`src/rtl/serial_add_ctrl.sv`:
```
// serial_add_ctrl: bit-serial adder sequencer.
// Accepts two WIDTH-bit operands on start. Adds them one bit per clock
// through a single-bit full adder with a registered carry. Returns the sum and
// carry-out with a one-cycle done pulse.
// Optional feature macro: SERIAL_ADD_SUB_EN adds the sub port for subtraction
// (A - B, carry_out=1 means no borrow).
module serial_add_ctrl #(
    parameter int unsigned WIDTH = 8
) (
    input  logic             clk,
    input  logic             rst_n,
    input  logic             start,
    input  logic [WIDTH-1:0] op_a,
    input  logic [WIDTH-1:0] op_b,
`ifdef SERIAL_ADD_SUB_EN
    input  logic             sub,
`endif
    output logic             busy,
    output logic             done,
    output logic [WIDTH-1:0] result,
    output logic             carry_out
);

    localparam int unsigned CW = (WIDTH > 1) ? $clog2(WIDTH) : 1;
    localparam logic [CW-1:0] LAST_BIT = CW'(WIDTH - 1);

    typedef enum logic [1:0] {
        S_IDLE = 2'd0,
        S_RUN  = 2'd1,
        S_DONE = 2'd2
    } state_t;

    state_t           r_state;
    logic [WIDTH-1:0] r_a;
    logic [WIDTH-1:0] r_b;
    logic [WIDTH-1:0] r_s;
    logic [CW-1:0]    r_cnt;
    logic             r_c;
    logic             r_busy;
    logic             r_done;
    logic [WIDTH-1:0] r_result;
    logic             r_carry_out;

    logic             w_s1;
    logic             w_c1;
    logic             w_sum;
    logic             w_c2;
    logic             w_c_next;
    logic [WIDTH-1:0] w_b_cap;
    logic             w_c_init;

    // Single-bit full adder built from two half-add stages
    assign w_s1     = r_a[0] ^ r_b[0];
    assign w_c1     = r_a[0] & r_b[0];
    assign w_sum    = w_s1 ^ r_c;
    assign w_c2     = w_s1 & r_c;
    assign w_c_next = w_c1 | w_c2;

    // Operand B and carry seed at acceptance; subtract uses ~B + 1
`ifdef SERIAL_ADD_SUB_EN
    assign w_b_cap  = sub ? ~op_b : op_b;
    assign w_c_init = sub;
`else
    assign w_b_cap  = op_b;
    assign w_c_init = 1'b0;
`endif

    assign busy      = r_busy;
    assign done      = r_done;
    assign result    = r_result;
    assign carry_out = r_carry_out;

    // Sequencer FSM, serial datapath and registered outputs
    always_ff @(posedge clk or negedge rst_n) begin
        if (!rst_n) begin
            r_state     <= S_IDLE;
            r_a         <= '0;
            r_b         <= '0;
            r_s         <= '0;
            r_cnt       <= '0;
            r_c         <= 1'b0;
            r_busy      <= 1'b0;
            r_done      <= 1'b0;
            r_result    <= '0;
            r_carry_out <= 1'b0;
        end else begin
            case (r_state)
                S_IDLE: begin
                    r_done <= 1'b0;
                    if (start) begin
                        r_a     <= op_a;
                        r_b     <= w_b_cap;
                        r_c     <= w_c_init;
                        r_s     <= '0;
                        r_cnt   <= '0;
                        r_busy  <= 1'b1;
                        r_state <= S_RUN;
                    end
                end
                S_RUN: begin
                    r_a   <= r_a >> 1;
                    r_b   <= r_b >> 1;
                    r_s   <= {w_sum, r_s[WIDTH-1:1]};
                    r_c   <= w_c_next;
                    r_cnt <= r_cnt + CW'(1);
                    if (r_cnt == LAST_BIT) begin
                        // Publish only the completed word; partial sums stay internal
                        r_result    <= {w_sum, r_s[WIDTH-1:1]};
                        r_carry_out <= w_c_next;
                        r_done      <= 1'b1;
                        r_state     <= S_DONE;
                    end
                end
                S_DONE: begin
                    r_done  <= 1'b0;
                    r_busy  <= 1'b0;
                    r_state <= S_IDLE;
                end
                default: begin
                    r_done  <= 1'b0;
                    r_busy  <= 1'b0;
                    r_state <= S_IDLE;
                end
            endcase
        end
    end

endmodule

```
`config.mk`:
```
export PLATFORM = sky130hd
export DESIGN_NAME = serial_add_ctrl
export DESIGN_NICKNAME = d
export VERILOG_FILES = /design/src/rtl/serial_add_ctrl.sv
export SDC_FILE = /design/constraint.sdc
export NUM_CORES = 1
export LEC_CHECK = 0
export CAP_MARGIN = 20
export CORE_ASPECT_RATIO = 1.5
export CORE_UTILIZATION = 51
export CTS_CLUSTER_DIAMETER = 100
export DETAILED_ROUTE_END_ITERATION = 10
export GPL_TIMING_DRIVEN = 0
export PLACE_DENSITY = 0.87
export SLEW_MARGIN = 20
export SYNTH_ARGS = -nofsm -noshare
export SYNTH_HDL_FRONTEND = slang
export SYNTH_SLANG_ARGS = --single-unit
```
`constraint.sdc`:
```
create_clock -name clk -period 1.9 [get_ports clk]
set_clock_uncertainty 0.05 [all_clocks]
set_input_delay 0.475 -clock clk [delete_from_list [all_inputs] [get_ports clk]]
set_output_delay 0.475 -clock clk [all_outputs]
set_load 0.02 [all_outputs]
```
# --- Yosys cells after proc, flatten, opt, wreduce, memory -nomap -nowiden ---
# Index checks and enable logic that the tools add are counted.
classes:
  n_addsub: 1
  n_eq_ne: 4
  n_mux: 17
  n_bitwise: 6
  n_reduce_logical: 6
op_table:
  columns: ["cell", "count"]
  rows:
  - ["8-bit case mux with 2 select lines", 3]
  - ["8-bit two-way mux", 3]
  - ["2-bit AND reduction", 4]
  - ["3-bit case mux with 2 select lines", 1]
  - ["1-bit two-way mux", 4]
  - ["2-bit two-way mux", 2]
  - ["2-bit inequality test (second input constant)", 2]
  - ["1-bit case mux with 2 select lines", 2]
  - ["2-bit case mux with 2 select lines", 1]
  - ["3-bit by 1-bit adder with 3-bit output (second input constant)", 1]
  - ["3-bit == test (second input constant)", 1]
  - ["3-bit two-way mux", 1]
  - ["1-bit bitwise AND", 2]
  - ["2-bit by 1-bit == test with 1-bit output (second input constant)", 1]
  - ["2-bit logical NOT", 1]
  - ["2-bit nonzero test", 1]
  - ["1-bit XOR", 2]
  - ["1-bit NOT", 1]
  - ["1-bit OR", 1]
totals:
  regBits: 41
  in_bits: 19
  out_inout_bits: 11
  elab_cells: 44

# --- Depth between registers and ports, before layout ---
depth:
  depth_word: 4
  depth_mapped: 5

# --- Least setup slack after synthesis ---
# No wires, ideal clock.
synth_path:
  path_kind: "register -> register"
  startpoint: "reg r_cnt[0]"
  endpoint: "reg r_carry_out (netlist: carry_out)"
  arrival_time_ns: 1.233
  required_ns: 1.725
  setup_slack_ns: 0.492
  path_stages_with_launch: 5
  n_path_buf: 0
  synth_period_minus_slack_ns: 1.408
  cell_sequence: "dfrtp_1 ha_1 ha_1 nand2_4 mux2_2"
synth_via:
  elab_chain_cells: 2
synth_rtl:
  columns: ["item", "line_no", "source"]
  rows:
  - ["start, declared", "37", "logic [CW-1:0] r_cnt;"]
  - ["start signal, assigned", "105", "r_cnt <= r_cnt + CW'(1);"]
  - ["3-bit == test", "106", "if (r_cnt == LAST_BIT) begin"]
  - ["2-bit AND reduction (no line)", null, null]
  - ["end signal, assigned", "109", "r_carry_out <= w_c_next;"]
  - ["end, declared", "42", "logic r_carry_out;"]
# No other way between the ends.
# A chain may end at the register's enable or synchronous reset.

# --- Final worst setup path ---
layout_path:
  startpoint: "reg r_busy (netlist: busy)"
  endpoint: "out busy"
layout_lines:
  columns: ["item", "line_no", "source"]
  rows:
  - ["start, declared", "39", "logic r_busy;"]
  - ["start signal, assigned", "82", "r_busy <= 1'b0;"]
  - ["start signal, assigned", "96", "r_busy <= 1'b1;"]
  - ["start signal, assigned", "116", "r_busy <= 1'b0;"]
  - ["end, declared", "18", "output logic busy,"]
# No word-level cell between the ends.

==> flow_metrics.env <==
export IMPL_outcome="finished, final reports clean"
export IMPL_die_area_um2=3518
export IMPL_slowest_delay_ns=0.60
export IMPL_reg2reg_from="r_cnt[0]$_DFFE_PN0P_"
export IMPL_layout_drive_gt1_share=0.1734
export IMPL_cts_made_buffers=5
export IMPL_fp_dieH_um=72.15
export IMPL_gp_congestion=0.9423
export IMPL_use_met2=0.4059
export IMPL_std_cell_rows=25
export IMPL_num_antenna_cells=0
export IMPL_final_hold_violation_count=0
export IMPL_grt_overflow=0
export IMPL_worstPathArrival_ns=1.27
export IMPL_ys_warn_count=0
export IMPL_ant_nets=0
export IMPL_grt_usage=0.2319
export IMPL_cp_depth=1
export IMPL_netlist_cell_type_count=21
export IMPL_drc_errors=0
export IMPL_post_drt_via_cell_ratio=5.920
export IMPL_start_util=0.5348
export IMPL_powerDensity_nw_per_um2=1676
export IMPL_avgRoutedWirePerCell_um=16.72
export IMPL_p_leak_uw=0.0009244
export IMPL_post_cts_buffers=0
export IMPL_grt_pass1_wl_um=5996
export IMPL_rrSetupSlack_ns=0.40
export IMPL_path_buf_inv=1
export IMPL_r2r_end="result[0]$_DFFE_PN0P_"
export IMPL_cts_max_level=2
export IMPL_reg2reg_depth=4
export IMPL_crit_path_end_kind="primary output"
export IMPL_cp_top_family="buffers and inverters"
export IMPL_clock_sinks=40
export IMPL_hold_path_class="input pin to async pin"
export IMPL_timing_critical_path_cells="clkdlybuf4s50_1"
export IMPL_slowest_stage="clkdlybuf4s50_1"
export IMPL_ys_ff_latch=40
export IMPL_hpwl_um=2663
export IMPL_cp_startpoint="busy$_DFFE_PN0P_"
export IMPL_ctsHoldBuffers=0
export IMPL_relSlewSlack=0.7081
export IMPL_post_place_cells=205
export IMPL_die_w_um=48.76
export IMPL_nets=194
export IMPL_grt_antenna_before_repair=0
export IMPL_dr_pass1_iters=4
export IMPL_synth_nets=158
export IMPL_clk_pin_slew_worst_paths_ns=0.08
export IMPL_synth_area_top_cells="dfrtp_1 (60%), o22ai_1 (10%), mux2_2 (6.1%)"
export IMPL_busiest_layer="met2"
export IMPL_syn_cell_area_um2=1673
export IMPL_syn_inst=136
export IMPL_crit_path_start_kind="register"
export IMPL_whs_ns=0.03593
export IMPL_peakVddDrop_v=0.001028
export IMPL_finalSetupViolations=0
export IMPL_rsz0062_at_grt="no"
export IMPL_yosysTopAreaCell="dfrtp_1"
export IMPL_netlist_area_leader_share=0.5984
export IMPL_worstPathRequired_ns=1.37
export IMPL_fmax_mhz=557.0
export IMPL_grt_max_degree=26
export IMPL_root_buffer="clkbuf_8"
export IMPL_routed_wl_um=3562
export IMPL_fin_crit_sh=0.9449
export IMPL_max_cap_viol_count=0
export IMPL_coreArea_um2=3128
export IMPL_max_clock_path_buffers=2
export IMPL_io_buffers=28
export IMPL_crit_path_end="busy"
export IMPL_ioPinCount=30
export IMPL_cts_resized=0
export IMPL_ys_seq_area_frac=0.5984
export IMPL_avgSynthCellArea_um2=12.30
export IMPL_vias=1261
export IMPL_crit_fanout=2
export IMPL_syn2layout_area_growth_pct=26.93
export IMPL_worst_pin_slew_ns=0.4378
export IMPL_grt_pass1_vias=1246
export IMPL_fin_cells=213
export IMPL_met3_usage=0.06709
export IMPL_period_needed_ns=1.795
export IMPL_clk_latency_ns=0.30
export IMPL_drtIter0Drc=45
export IMPL_cts_tree="yes"
export IMPL_crit_type="register to primary output"
export IMPL_use_met1=0.2578
export IMPL_maxSlewViolCount=0
[per-stage QoR]
stage / total power, uW / instance area, um2 / setup WS [ns] / TNS (ns) / utilization
after detailed placement: 2993 / 2026 / 0.3904 / 0 / 0.6476
final: 3560 / 2123 / 0.1047 / 0 / 0.6788
after floorplan: 2439 / 1673 / 0.4920 / 0 / -
after CTS: 3601 / 2123 / 0.09653 / 0 / 0.6788
after global placement: 2859 / 2003 / -0.5355 / -21.36 / 0.6404
after global routing: 3797 / 2123 / 0.06212 / 0 / 0.6788
[cells in the final DEF, fill, tap and decap left out]
master           count
dfrtp_1             40
o22ai_1             28
clkdlybuf4s50_1     27
a21oi_1             16
a22o_1              10
mux2_2               9
buf_2                6
clkbuf_8             6
o21ai_0              5
nor2_1               4
inv_1                3
nand2_1              3
buf_6                2
ha_1                 2
clkinvlp_4           2
nor2b_4              1
nand2_4              1
clkbuf_1             1
nand2b_2             1
nand2b_1             1
buf_8                1
o21bai_1             1
nor2b_1              1
fa_1                 1
buf_16               1
[flip-flops by register name, indices dropped and copies added, names as in the netlist]
name / cells
r_b: 8
busy: 1
r_cnt: 3
done: 1
r_state: 2
r_s: 7
r_a: 8
result: 8
carry_out: 1
r_c: 1
[kinds of logic after synthesis]
family                   synth area share
AO/OA/AOI/OAI                      0.2244
buffers and inverters             0.04636
AND/OR/NAND/NOR                   0.04338
multiplexers                      0.06059
flip-flops                         0.5984
adder cells (fa/ha/maj)           0.02692
[per-layer routing]
layer | vias to the layer above | part of all wire
li1 | 584 | -
met1 | 624 | 0.38
met2 | 45 | 0.54
met3 | 8 | 0.053
met4 | 0 | 0.027
met5 | - | 0
[worst min path at each step]
stage / end / from / slack [ns]
floorplan: busy$_DFFE_PN0P_ / rst_n / 0.13
global placement: busy$_DFFE_PN0P_ / busy$_DFFE_PN0P_ / 0.43
finish: busy$_DFFE_PN0P_ / rst_n / 0.04
global route: r_s[4]$_DFFE_PN0P_ / rst_n / 0.06
detailed placement: r_b[6]$_DFFE_PN0P_ / rst_n / 0.37
CTS: r_b[6]$_DFFE_PN0P_ / rst_n / 0.05
[report_power, final]
part / internal [uW] / switching (uW)
Sequential: 1240 / 293
Combinational: 740 / 701
Clock: 293 / 295
[cell usage after synthesis (all sizes together)]
library cell  instances
a21oi                16
a22o                 10
buf                   8
clkbuf                1
dfrtp                40
fa                    1
ha                    2
inv                   3
mux2                  9
nand2                 4
nand2b                2
nor2                  4
nor2b                 2
o21ai                 5
o21bai                1
o22ai                28
[cell type report]
class	instances	area, um2
Inverter	3	11.26
Timing Repair Buffer	29	302.8
Clock buffer	6	82.58
Tap cell	40	50.05
Multi-Input combinational cell	84	594.3
Fill cell	245	1005
Buffer	9	66.31
Clock inverter	2	15.01
Sequential cell	40	1001
Power figures use the tool's default switching activity.
